--- config.mk ---
export PLATFORM = sky130hd
export DESIGN_NAME = fwd_hazard_unit
export DESIGN_NICKNAME = d
export VERILOG_FILES = /design/src/rtl/fwd_hazard_unit.sv
export SDC_FILE = /design/constraint.sdc
export NUM_CORES = 1
export LEC_CHECK = 0
export ABC_AREA = 1
export CORE_MARGIN = 2
export CORE_UTILIZATION = 46
export DETAILED_ROUTE_END_ITERATION = 7
export PLACE_DENSITY = 0.82
export SETUP_SLACK_MARGIN = 0.15
export SLEW_MARGIN = 20
export SYNTH_ARGS = -nofsm -noshare
export SYNTH_HDL_FRONTEND = slang
export SYNTH_SLANG_ARGS = --single-unit
--- constraint.sdc ---
create_clock -name clk -period 2.94 [get_ports clk]
set_clock_uncertainty 0.15 [all_clocks]
set_input_delay 0.294 -clock clk [delete_from_list [all_inputs] [get_ports clk]]
set_output_delay 0.294 -clock clk [all_outputs]
set_load 0.01 [all_outputs]
--- src/rtl/fwd_hazard_unit.sv ---
// rtl/fwd_hazard_unit.sv - operand forwarding, load-use/scoreboard stall detection and stall watchdog
module fwd_hazard_unit #(
    parameter int XLEN      = 32,
    parameter int NUM_SRC   = 2,
    parameter int NUM_FWD   = 2,
    parameter int MAX_STALL = 64
) (
    input  logic                      clk,
    input  logic                      rst,
    input  logic [NUM_SRC-1:0]        src_valid,
    input  logic [NUM_SRC*5-1:0]      src_reg,
    input  logic [NUM_SRC*XLEN-1:0]   rf_data,
    input  logic [NUM_FWD-1:0]        stg_ld_regfile,
    input  logic [NUM_FWD*5-1:0]      stg_dest,
    input  logic [NUM_FWD*XLEN-1:0]   stg_data,
    input  logic [NUM_FWD-1:0]        stg_ready,
    input  logic                      lat_issue,
    input  logic [4:0]                lat_rd,
    input  logic                      lat_done,
    input  logic [4:0]                lat_done_rd,
    output logic [NUM_SRC*XLEN-1:0]   opnd_data,
    output logic [NUM_SRC-1:0]        opnd_fwd,
    output logic                      stall,
    output logic [31:0]               sb_busy,
    output logic [31:0]               stall_cycles,
    output logic                      sb_conflict,
    output logic                      deadlock
);

    typedef enum logic {RUN, HOLD} state_t;

    state_t      state;
    logic [31:0] streak;

    logic [4:0]      cur_reg;
    logic            hit;
    logic            hit_ready;
    logic [XLEN-1:0] hit_data;

    // Stages are scanned oldest to youngest so the youngest match wins.
    always_comb begin
        opnd_data = '0;
        opnd_fwd  = '0;
        stall     = 1'b0;
        cur_reg   = '0;
        hit       = 1'b0;
        hit_ready = 1'b0;
        hit_data  = '0;
        for (int i = 0; i < NUM_SRC; i++) begin
            cur_reg   = src_reg[i*5 +: 5];
            hit       = 1'b0;
            hit_ready = 1'b0;
            hit_data  = '0;
            for (int k = NUM_FWD - 1; k >= 0; k--) begin
                if (stg_ld_regfile[k] && (stg_dest[k*5 +: 5] == cur_reg)) begin
                    hit       = 1'b1;
                    hit_ready = stg_ready[k];
                    hit_data  = stg_data[k*XLEN +: XLEN];
                end
            end
            if (cur_reg == 5'd0) begin
                opnd_data[i*XLEN +: XLEN] = '0;
                opnd_fwd[i]               = 1'b0;
            end else if (hit) begin
                if (hit_ready) begin
                    opnd_data[i*XLEN +: XLEN] = hit_data;
                    opnd_fwd[i]               = 1'b1;
                end else begin
                    // Load-use: the youngest match is not ready, older stages hold stale values.
                    opnd_data[i*XLEN +: XLEN] = rf_data[i*XLEN +: XLEN];
                    if (src_valid[i]) begin
                        stall = 1'b1;
                    end
                end
            end else begin
                opnd_data[i*XLEN +: XLEN] = rf_data[i*XLEN +: XLEN];
                if (src_valid[i] && sb_busy[cur_reg]) begin
                    stall = 1'b1;
                end
            end
        end
    end

    logic [31:0] sb_next;
    logic        issue_ok;
    logic        same_done;

    always_comb begin
        issue_ok  = lat_issue && (lat_rd != 5'd0);
        same_done = lat_done && (lat_done_rd == lat_rd);
        sb_next   = sb_busy;
        if (lat_done) begin
            sb_next[lat_done_rd] = 1'b0;
        end
        if (issue_ok) begin
            sb_next[lat_rd] = 1'b1;
        end
    end

    always_ff @(posedge clk) begin
        if (rst) begin
            sb_busy      <= '0;
            sb_conflict  <= 1'b0;
            stall_cycles <= '0;
            streak       <= '0;
            deadlock     <= 1'b0;
            state        <= RUN;
        end else begin
            sb_busy <= sb_next;
            if (issue_ok && sb_busy[lat_rd] && !same_done) begin
                sb_conflict <= 1'b1;
            end
            if (stall && (stall_cycles != 32'hFFFF_FFFF)) begin
                stall_cycles <= stall_cycles + 32'd1;
            end
            case (state)
                RUN: begin
                    streak <= '0;
                    state  <= stall ? HOLD : RUN;
                end
                HOLD: begin
                    if (stall) begin
                        if (streak < 32'(MAX_STALL)) begin
                            streak <= streak + 32'd1;
                        end
                        if (streak + 32'd1 >= 32'(MAX_STALL)) begin
                            deadlock <= 1'b1;
                        end
                        state <= HOLD;
                    end else begin
                        streak <= '0;
                        state  <= RUN;
                    end
                end
                default: begin
                    streak <= '0;
                    state  <= RUN;
                end
            endcase
        end
    end

endmodule

==> results of run 1 <==
## what timing repair did
item,4_1_cts,5_1_grt
setup buffers,1,4
cloned,0,2
pin swaps,2,10
resized for setup,97,97
endpoints found under the setup margin,67,52
## flip-flops by register name (all words and copies together) (netlist names)
name / cells
sb_conflict: 1
stall_cycles: 32
sb_busy: 32
streak: 32
deadlock: 1
state: 1
## metrics by stage
| step | TNS [ns] | std cells | hold slack (ns) | setup slack [ns] |
|---|---|---|---|---|
| 2_1_floorplan | 0 | 1444 | 0.306 | 0.763 |
| 3_3_place_gp | -4.31 | 1994 | 0.317 | -0.209 |
| 3_5_place_dp | -9.69 | 1994 | 0.325 | -0.278 |
| 4_1_cts | -0.127 | 2010 | 0.301 | -0.0249 |
| 5_1_grt | 0 | 2019 | 0.349 | 0.142 |
| 6_report | 0 | 2019 | 0.318 | 0.241 |
## routing by layer
| metal | vias up | track usage, % | part of all wire [%] |
|---|---|---|---|
| met5 | - | 0 | 0 |
| met2 | 580 | 57.4 | 49 |
| li1 | 5418 | - | - |
| met1 | 5092 | 40.6 | 40 |
| met3 | 94 | 5.49 | 8.3 |
| met4 | 0 | 12.2 | 3.7 |
## layout by cell type (no fill, tap or decap), types with 70 or more instances in the layout
master,instances
clkdlybuf4s50_1,218
buf_4,79
dfxtp_1,99
nor2_1,107
a21oi_1,70
o21ai_0,120
inv_1,113
nand2_1,437
nand3_1,203
## critical path, delay by kind of cell
family	cells	cell delay (ns)
AOI/OAI and AO/OA	1	0.16
buffers and inverters	6	1.21
and+or+nand+nor	6	0.58
## kinds of logic (layout without fill, tap and decap cells)
family / count (synthesis) / in the layout / synth area share [%]
compound gates: 232 / 232 / 14.5
other cells: 0 / 3 / 0
flops: 99 / 99 / 23.7
buf+inv: 191 / 534 / 9.85
simple gates: 872 / 872 / 46.7
fa+ha+maj: 2 / 2 / 0.299
xor+xnor: 48 / 48 / 5.02
## worst max-delay path by stage
stage	start	endpoint	depth (start not counted)
after global routing	src_reg[4]	opnd_data[31]	12
final	src_reg[4]	opnd_fwd[0]	13
after global placement	src_reg[5]	opnd_data[60]	10
after floorplan	stall_cycles[0]	stall_cycles[0]	9
after detailed placement	src_reg[5]	opnd_data[60]	10
after CTS	src_reg[1]	opnd_data[0]	14
## power by group through the flow
stage | registers [mW] | logic, mW | clock network, mW
floorplan | 1.40 | 0.408 | 0
global placement | 1.39 | 0.966 | 0
detailed placement | 1.39 | 0.977 | 0
CTS | 1.36 | 0.941 | 1.16
global route | 1.36 | 1.03 | 1.20
finish | 1.36 | 0.955 | 1.14
## layout make-up
| type | instances | area (um2) | area share (%) |
|---|---|---|---|
| multi-input combinational | 1154 | 5640 | 45.5 |
| timing repair buffer | 393 | 3730 | 30.1 |
| sequential | 99 | 1980 | 16.0 |
| inverter | 126 | 478 | 3.86 |
| tap | 229 | 287 | 2.31 |
| clock buffer | 11 | 243 | 1.96 |
| clock inverter | 4 | 33.8 | 0.273 |
| antenna | 3 | 7.51 | 0.0606 |
==> reports/metrics.csv, run 1 <==
stage,metric,value,unit
status,run_status,finished clean,
power_and_ir_drop,powerDensity,279,nW/um2
power_and_ir_drop,power.switching_fraction,29.8,%
clock_tree,root_buffer,clkbuf_16,
power_and_ir_drop,p_sw,1.03,mW
critical_path,rrSetupSlack,0.41,ns
power_and_ir_drop,intPower,2.43,mW
synth,yosys.cell_count.top_type,nand2_1,
floorplanning,dieArea,19300,um2
synth,synth_flop_cell,dfxtp_1,
clock_tree,ctsHoldBuffers,0,
sta,finalSetupViolCount,0,
clock_tree,htree_num_levels,3,
synth,netlist_area,8370,um2
synth,synth.yosys.warnings,0,
critical_path,critPathCaptureType,output port,
sta,slew_headroom,52.5,%
floorplanning,rows,49,
grt,grt_pass1_vias,10300,
critical_path,worstPathCellList,"clkdlybuf4s50_1, inv_2, nand2_1, nand2_1, a21oi_2, nand3_2, nand3_2, nand2_4, nand2_2, inv_2, buf_4, clkbuf_16, dlygate4sd2_1",
placed_design,dpl_cell_area,12100,um2
critical_path,worst-setup-path-type,input port to output port,
synth,async_reset_ff_share,0,%
power_and_ir_drop,p_comb_share,27.6,%
power_and_ir_drop,p_total,3.46,mW
clock_tree,cts_buffer_depth,2,
clock_tree,cts-buffers-inserted,9,
power_and_ir_drop,max-vdd-ir-drop,0.253,mV
detailed_routing,wl_per_cell,16.6,um
grt,grt_usage,32.8,%
synth,synth.top_cell.area_share,23.7,%
synth,ys_ff_latch,99,
sta,hold_violations,0,
detailed_routing,wirelength,33600,um
detailed_routing,viasPerCell,5.54,
floorplanning,ios,301,
sta,maxSlewViolCount,0,
critical_path,r2r-end,deadlock,
synth,synth_edf_count,0,
critical_path,cp.required,2.50,ns
critical_path,cpPeakStageDelay,0.49,ns
critical_path,crit_slowest_cell,clkdlybuf4s50_1,
sta,timing.final.crit_share,91.8,%
synth,ys_seq_area_share,23.7,%
detailed_routing,final_antenna_net_count,0,
hold_path,min_path_type,input port to register,
clock_tree,clk_latency,0.35,ns
job,drv_cap,0,
detailed_routing,vias,11200,
finish,syn_to_final_growth,48.0,%
finish,fin_util,69.2,%
floorplanning,dieHeight,139,um
power_and_ir_drop,seqPwrFrac,39.4,%
finish,final_area,12400,um2
critical_path,cp-start-kind,input port,
clock_tree,clock_sinks,99,
power_and_ir_drop,p_leak,5.19,nW
detailed_routing,drc_errors,0,
synth,synth_area_leaders,"dfxtp_1 (24%), nand2_1 (20%), nand3_1 (12%), o21ai_0 (8.4%), inv_1 (5.3%)",
synth,synth_fp_nets,1614,
grt,grt_max_degree,34,
synth,synth_common_cells,"nand2_1 (438), nand3_1 (204), o21ai_0 (140)",
detailed_routing,dr.pass1.iters,7,
sta,worst_pin_slew,0.711,ns
sta,fin_crit,2.70,ns
grt,grt_overflow,0,
floorplanning,start_util,46.8,%
power_and_ir_drop,p_clk_share,32.9,%
synth,syn_inst,1444,
detailed_routing,drt_iter0_drc,909,
finish,fin_nets,1953,
hold_path,hold_end,stall_cycles[28],
placed_design,port-buffer-count,300,
floorplanning,die_w,139,um
critical_path,rr_worst_depth,16,
sta,max_freq,371,MHz
synth,synth.avg_cell_area,5.80,um2
hold_path,hold_depth,2,
finish,drive_gt1_share,11.9,%
grt,antenna_found_initial,3,
placed_design,globalplace.congestion,1.01,
clock_tree,clk_pin_slew_worst_paths,0.07,ns
floorplanning,core-area,17900,um2
critical_path,rr_startpoint,streak[0],
finish,fill_cells,1613,
sta,rsz0062_at_grt,false,
critical_path,worst_ep_arrival_time,2.25,ns
synth,yosysTopAreaCell,dfxtp_1,
critical_path,worstPathMaxFanout,15,
clock_tree,tritoncts,done,
grt,grt_pass1_wl,52600,um
placed_design,hpwl,26500,um
synth,ys_types,43,
hold_path,hold_start,rst,
Note: power is estimated with default switching activity, not from simulation.
==> run 2, diff against run 1 <==
Settings changed: ABC_AREA 1 to default, CORE_UTILIZATION 46 to 44.
==> reports/metrics.csv, run 2 <==
stage,metric,value,unit,change
synth,synth_flop_cell,dfxtp_1,,
sta,fin_crit,3.13,ns,+0.435 ns
synth,synth_edf_count,0,,unchanged
critical_path,worst_ep_arrival_time,2.69,ns,+0.44 ns
finish,fill_cells,1009,,-37%
sta,hold_violations,0,,unchanged
critical_path,worst-setup-path-type,register to output port,,
finish,mostFrequentLayoutCells,"clkdlybuf4s50_1 (212), buf_4 (127), dfxtp_1 (93)",,
sta,finalSetupViolCount,70,,+70
floorplanning,die_w,133,um,-4.3%
synth,ys_seq_area_share,27.1,%,+3.4 points
critical_path,rr_worst_depth,12,,-4
detailed_routing,viasPerCell,6.31,,+14%
status,violations,negative setup slack,,
sta,maxSlewViolCount,0,,unchanged
placed_design,post-place-cells,1486,,-25%
clock_tree,tritoncts,done,,
floorplanning,dieHeight,133,um,-4.3%
synth,ys_types,58,,+35%
critical_path,worst-path-stages,9,,-4
critical_path,crit_path_end,stall,,
placed_design,globalplace.congestion,1.04,,+2.5%
critical_path,rrSetupSlack,-0.19,ns,-0.60 ns
critical_path,cp.required,2.50,ns,about the same
critical_path,cpPeakStageDelay,0.50,ns,about the same
synth,synth.yosys.warnings,0,,unchanged
critical_path,rr_startpoint,sb_busy[1],,
power_and_ir_drop,max-vdd-ir-drop,0.339,mV,+34%
detailed_routing,wl_per_cell,23.1,um,+39%
finish,mostFrequentLayoutCell,clkdlybuf4s50_1,,
floorplanning,dieArea,17700,um2,-8.5%
clock_tree,clk_latency,0.36,ns,about the same
power_and_ir_drop,p_leak,4.74,nW,-8.7%
sta,timing.final.crit_share,107,%,+15 points
synth,ys_ff_latch,99,,unchanged
critical_path,critPathLaunch,sb_busy[1],,
power_and_ir_drop,powerDensity,272,nW/um2,-2.4%
grt,grt_pass1_wl,50300,um,-4.2%
placed_design,port-buffer-count,300,,unchanged
status,run_status,"finished, violations left",,
finish,fin_util,78.4,%,+9.1 points
clock_tree,cts-buffers-inserted,9,,unchanged
finish,syn_to_final_growth,75.9,%,
floorplanning,core-area,16400,um2,-8.4%
power_and_ir_drop,p_total,3.50,mW,+1.2%
grt,grt_max_degree,69,,+100%
detailed_routing,vias,9897,,-12%
clock_tree,htree_num_levels,3,,unchanged
detailed_routing,wirelength,36200,um,+7.6%
detailed_routing,final_antenna_net_count,0,,unchanged
critical_path,cp-start-kind,register,,
clock_tree,clk_pin_slew_worst_paths,0.08,ns,about the same
critical_path,worstPathCellList,"buf_4, mux2_2, o21ai_0, a31oi_1, a2111oi_1, nand2_1, a31oi_4, inv_2, buf_6",,
finish,fin_nets,1512,,-23%
synth,synth_area_leaders,"dfxtp_1 (27%), mux2i_1 (9.2%), mux4_2 (7.7%), a211oi_1 (6.4%), nor2_1 (5.5%)",,
detailed_routing,drc_errors,0,,unchanged
synth,synth_common_cells,"nor2_1 (107), dfxtp_1 (99), nand2_1 (75)",,
critical_path,crit_slowest_cell,a2111oi_1,,
grt,grt_overflow,0,,unchanged
finish,layoutNonFillerInstCount,1568,,-22%
synth,synth_fp_nets,1076,,-33%
synth,yosys.cell_count.top_type,nor2_1,,
sta,worst_pin_slew,0.822,ns,+0.112 ns
grt,grt_usage,35.9,%,+3.1 points
grt,grt_pass1_vias,9304,,-9.2%
hold_path,min_path_type,input port to register,,
placed_design,hpwl,22800,um,-14%
detailed_routing,drt_iter0_drc,914,,+0.55%
critical_path,critPathBufInv,3,,-3
finish,reg.largest.list,"sb_busy x32, stall_cycles x32, streak x32",,
synth,netlist_area,7310,um2,-13%
critical_path,worstPathMaxFanout,4,,-11
sta,fin_ws,-0.194,ns,-0.435 ns
job,drv_cap,0,,unchanged
critical_path,cp_top_family,compound AO/OA/AOI/OAI gates,,
clock_tree,clock_sinks,99,,unchanged
detailed_routing,dr.pass1.iters,6,,-1
floorplanning,rows,47,,-4.1%
sta,max_freq,319,MHz,-14%
clock_tree,root_buffer,clkbuf_16,,
clock_tree,cts_buffer_depth,2,,unchanged
grt,antenna_found_initial,3,,unchanged
floorplanning,start_util,44.6,%,-2.2 points
critical_path,critPathCaptureType,output port,,
sta,rsz0062_at_grt,true,,
synth,async_reset_ff_share,0,%,unchanged
critical_path,r2r-end,streak[23],,
sta,slew_headroom,44.8,%,-7.7 points
placed_design,dp_slack,-0.791,ns,-0.512 ns
floorplanning,ios,301,,unchanged
synth,syn_inst,906,,-37%
synth,yosysTopAreaCell,dfxtp_1,,
synth,synth.top_cell.area_share,27.1,%,+3.4 points
clock_tree,ctsHoldBuffers,0,,unchanged
finish,drive_gt1_share,31.8,%,+20 points
synth,synth.avg_cell_area,8.07,um2,+39%
## run 2: changes by cell type in the layout (fill, tap and decap cells not counted), sizes merged, moves of 19 or more
| cell | delta |
|---|---|
| nand3 | -185 |
| dlygate4sd2 | -27 |
| nor2 | -36 |
| mux4 | +25 |
| o31ai | +19 |
| inv | -115 |
| nand2 | -372 |
| o21ai | -100 |
| a211oi | +62 |
| and2 | +26 |
| mux2i | +67 |
| buf | +163 |
| clkbuf | -19 |
## run 2: how the worst min path moves through the flow
stage                    start              end  slack, ns  cells past startpoint
floorplan           streak[19]       streak[19]       0.29                      2
global placement    streak[19]       streak[19]       0.30                      2
detailed placement  streak[19]       streak[19]       0.31                      2
CTS                        rst  stall_cycles[7]       0.28                      3
global route               rst  stall_cycles[7]       0.31                      3
finish                     rst  stall_cycles[7]       0.29                      3
## run 2: cell type report
| class | instances | area [um2] | area share (%) |
|---|---|---|---|
| multi-input combinational | 730 | 5560 | 43.2 |
| clock inverter | 5 | 37.5 | 0.292 |
| tap | 220 | 275 | 2.14 |
| sequential | 99 | 1990 | 15.5 |
| timing repair buffer | 492 | 4720 | 36.7 |
| antenna | 1 | 2.50 | 0.0195 |
| clock buffer | 11 | 233 | 1.81 |
| inverter | 10 | 37.5 | 0.292 |
## run 2: timing repair
action	4_1_cts	5_1_grt
endpoints found under the setup margin	133	132
pin swaps	23	58
buffers inserted	36	19
resized for setup	332	195
cloned	6	5
## run 2: power breakdown
part / leakage [nW] / switching, mW / internal [mW]
sequential: 0.801 / 0.00780 / 1.35
clock: 0.127 / 0.569 / 0.581
combinational: 3.81 / 0.466 / 0.529
## run 2: logic make-up after synthesis
group | after synthesis | synth area share, %
fa+ha+maj | 2 | 0.342
xor+xnor | 38 | 4.55
mux | 98 | 17.8
simple gates | 373 | 26.1
buf+inv | 77 | 4.38
compound gates | 219 | 19.7
flops | 99 | 27.1
## run 2: metrics by stage
step | cell area, um2 | TNS, ns | hold WS [ns]
CTS | 12200 | 0 | 0.279
detailed placement | 11500 | -70.17 | 0.310
global placement | 11500 | -61.23 | 0.303
global route | 12900 | -7.44 | 0.308
finish | 12900 | -7.78 | 0.295
floorplan | 7320 | 0 | 0.291
## run 2: layer usage
layer	share of wire [%]	global-route usage (%)	vias to the layer above
li1	-	-	4270
met3	10	11.2	259
met1	34	39.3	4619
met5	0.028	0	-
met2	47	61.1	747
met4	8.2	21.1	2
## run 2: tightest hold or removal path, cell delays in order
cell and delay, ns:
buf_2 0.11, clkinv_1 0.19, and2_1 0.17
==> run 3, diff against run 2 <==
Settings changed: TNS_END_PERCENT from default to 30.
==> reports/metrics.csv, run 3 (synthesized netlist as in run 2, its figures left out) <==
stage,metric,value,unit,change
floorplanning,core-area,16400,um2,unchanged
critical_path,cp-start-kind,register,,
status,run_status,"finished, violations left",,
clock_tree,cts_buffer_depth,2,,unchanged
power_and_ir_drop,max-vdd-ir-drop,0.339,mV,about the same
floorplanning,dieArea,17700,um2,unchanged
placed_design,post-place-cells,1490,,+0.27%
grt,grt_overflow,0,,unchanged
critical_path,crit_slowest_cell,mux4_2,,
clock_tree,root_buffer,clkbuf_16,,
critical_path,cpPeakStageDelay,0.49,ns,about the same
power_and_ir_drop,p_comb_share,26.9,%,-1.5 points
critical_path,critPathBufInv,2,,-1
power_and_ir_drop,powerDensity,287,nW/um2,+5.4%
sta,maxSlewViolCount,0,,unchanged
power_and_ir_drop,seqPwrFrac,37.0,%,-1.7 points
sta,fin_crit,3.03,ns,-0.101 ns
hold_path,hold_depth,3,,unchanged
clock_tree,htree_num_levels,3,,unchanged
placed_design,hpwl,23000,um,+0.99%
hold_path,hold_start,rst,,
sta,max_freq,330,MHz,+3.3%
finish,layoutNonFillerInstCount,1556,,-0.77%
grt,antenna_found_initial,3,,unchanged
clock_tree,tritoncts,done,,
finish,drive_gt1_share,30.9,%,-0.92 points
finish,mostFrequentLayoutCells,"clkdlybuf4s50_1 (212), buf_4 (119), dfxtp_1 (95)",,
floorplanning,start_util,44.6,%,unchanged
clock_tree,clk_pin_slew_worst_paths,0.07,ns,about the same
job,drv_cap,0,,unchanged
sta,finalSetupViolCount,45,,-36%
detailed_routing,viasPerCell,6.32,,about the same
power_and_ir_drop,p_leak,4.71,nW,-0.58%
grt,grt_max_degree,69,,unchanged
detailed_routing,wirelength,36000,um,-0.35%
floorplanning,dieHeight,133,um,unchanged
critical_path,worstPathMaxFanout,3,,-1
finish,fin_util,77.9,%,-0.48 points
hold_path,min_path_type,input port to register,,
finish,syn_to_final_growth,74.8,%,
grt,grt_usage,34.7,%,-1.2 points
placed_design,port-buffer-count,300,,unchanged
sta,slew_headroom,47.8,%,+3.1 points
sta,rsz0062_at_grt,true,,
sta,worst_pin_slew,0.782,ns,-0.0400 ns
finish,mostFrequentLayoutCell,clkdlybuf4s50_1,,
floorplanning,ios,301,,unchanged
power_and_ir_drop,p_clk_share,36.0,%,+3.1 points
sta,fin_ws,-0.0930,ns,+0.101 ns
critical_path,worstPathCellList,"mux4_2, mux4_2, mux2i_1, and3b_2, nor3_4, a31oi_4, inv_2, buf_6",,
critical_path,critPathCaptureType,output port,,
detailed_routing,vias,9829,,-0.69%
hold_path,hold_end,stall_cycles[7],,
critical_path,path_common_cell,mux4_2,,
placed_design,globalplace.congestion,1.06,,+2.3%
critical_path,rr_worst_depth,11,,-1
sta,timing.final.crit_share,103,%,-3.4 points
critical_path,worst-setup-path-type,register to output port,,
floorplanning,rows,47,,unchanged
finish,reg.largest.list,"sb_busy x32, stall_cycles x32, streak x32",,
power_and_ir_drop,intPower,2.65,mW,+7.8%
finish,multi_input_area,5550,um2,-0.18%
clock_tree,clk_latency,0.36,ns,about the same
power_and_ir_drop,power.switching_fraction,27.7,%,-2.1 points
clock_tree,clock_sinks,99,,unchanged
critical_path,rr_startpoint,sb_busy[6],,
critical_path,cp_top_family,multiplexers,,
status,violations,negative setup slack,,
detailed_routing,drc_errors,0,,unchanged
detailed_routing,drt_iter0_drc,884,,-3.3%
finish,fin_nets,1497,,-0.99%
grt,grt_pass1_vias,8868,,-4.7%
critical_path,cp.required,2.50,ns,about the same
sta,fin_tns_setup,-1.14,ns,+6.64 ns
detailed_routing,wl_per_cell,23.2,um,+0.41%
finish,final-seq-area,1990,um2,-0.25%
finish,fill_cells,1006,,-0.30%
power_and_ir_drop,p_sw,1.02,mW,-2.5%
sta,hold_violations,0,,unchanged
detailed_routing,dr.pass1.iters,7,,+1
clock_tree,cts-buffers-inserted,9,,unchanged
critical_path,r2r-end,streak[1],,
grt,grt_pass1_wl,48300,um,-4.1%
critical_path,worst_ep_arrival_time,2.59,ns,-0.10 ns
floorplanning,die_w,133,um,unchanged
critical_path,rrSetupSlack,-0.04,ns,+0.15 ns
detailed_routing,final_antenna_net_count,0,,unchanged
## run 3: power by group through the flow
stage          logic, mW  registers [mW]  clock network (mW)
2_1_floorplan      0.311            1.39                   0
3_3_place_gp       0.835            1.39                   0
3_5_place_dp       0.845            1.39                   0
4_1_cts            0.846            1.35                1.32
5_1_grt             1.02            1.35                1.38
6_report           0.987            1.36                1.32
## run 3: timing repair
action | 4_1_cts | 5_1_grt
pin swaps | 37 | 64
cloned | 8 | 8
hold endpoints to repair | 0 | 0
resized for setup | 371 | 133
endpoints found under the setup margin | 132 | 126
hold buffers | 0 | 0
buffers inserted | 20 | 11
## run 3: final cells by class
type,count,area share [%]
multi-input cells,730,43.4
repair buffers,477,36.0
flip-flops and latches,99,15.6
well taps,220,2.15
clock buffers,10,1.87
clock inverters,6,0.685
inverters,10,0.294
diodes,4,0.0783
## run 3: worst min-delay path, delay by kind of cell
kind,cells,cell delay (ns)
simple gates,1,0.17
buf+inv,2,0.31
## run 3: layer usage
metal | GRT usage, % | share of wire, % | vias to the layer above
met5 | 0 | 0 | -
met4 | 19.1 | 7.3 | 0
met3 | 8.28 | 9.6 | 214
met2 | 59.7 | 48 | 735
met1 | 39.7 | 35 | 4635
li1 | - | - | 4245
## run 3: per-stage QoR
stage,instance area (um2),worst slack (ns),hold slack [ns],power (mW)
after floorplan,7310,0.106,0.291,1.70
after global placement,11400,-0.747,0.305,2.22
final,12800,-0.0930,0.302,3.66
after global routing,12800,-0.136,0.325,3.76
after CTS,12100,0.0140,0.280,3.52
after detailed placement,11400,-0.717,0.311,2.23
## run 3: worst max-delay path by stage
stage | from | cells after the start | end
2_1_floorplan | src_reg[6] | 10 | opnd_data[56]
3_5_place_dp | src_reg[7] | 9 | opnd_data[44]
4_1_cts | sb_busy[12] | 8 | stall
3_3_place_gp | src_reg[7] | 9 | opnd_data[44]
6_report | sb_busy[6] | 8 | stall
5_1_grt | src_reg[6] | 15 | stall_cycles[23]
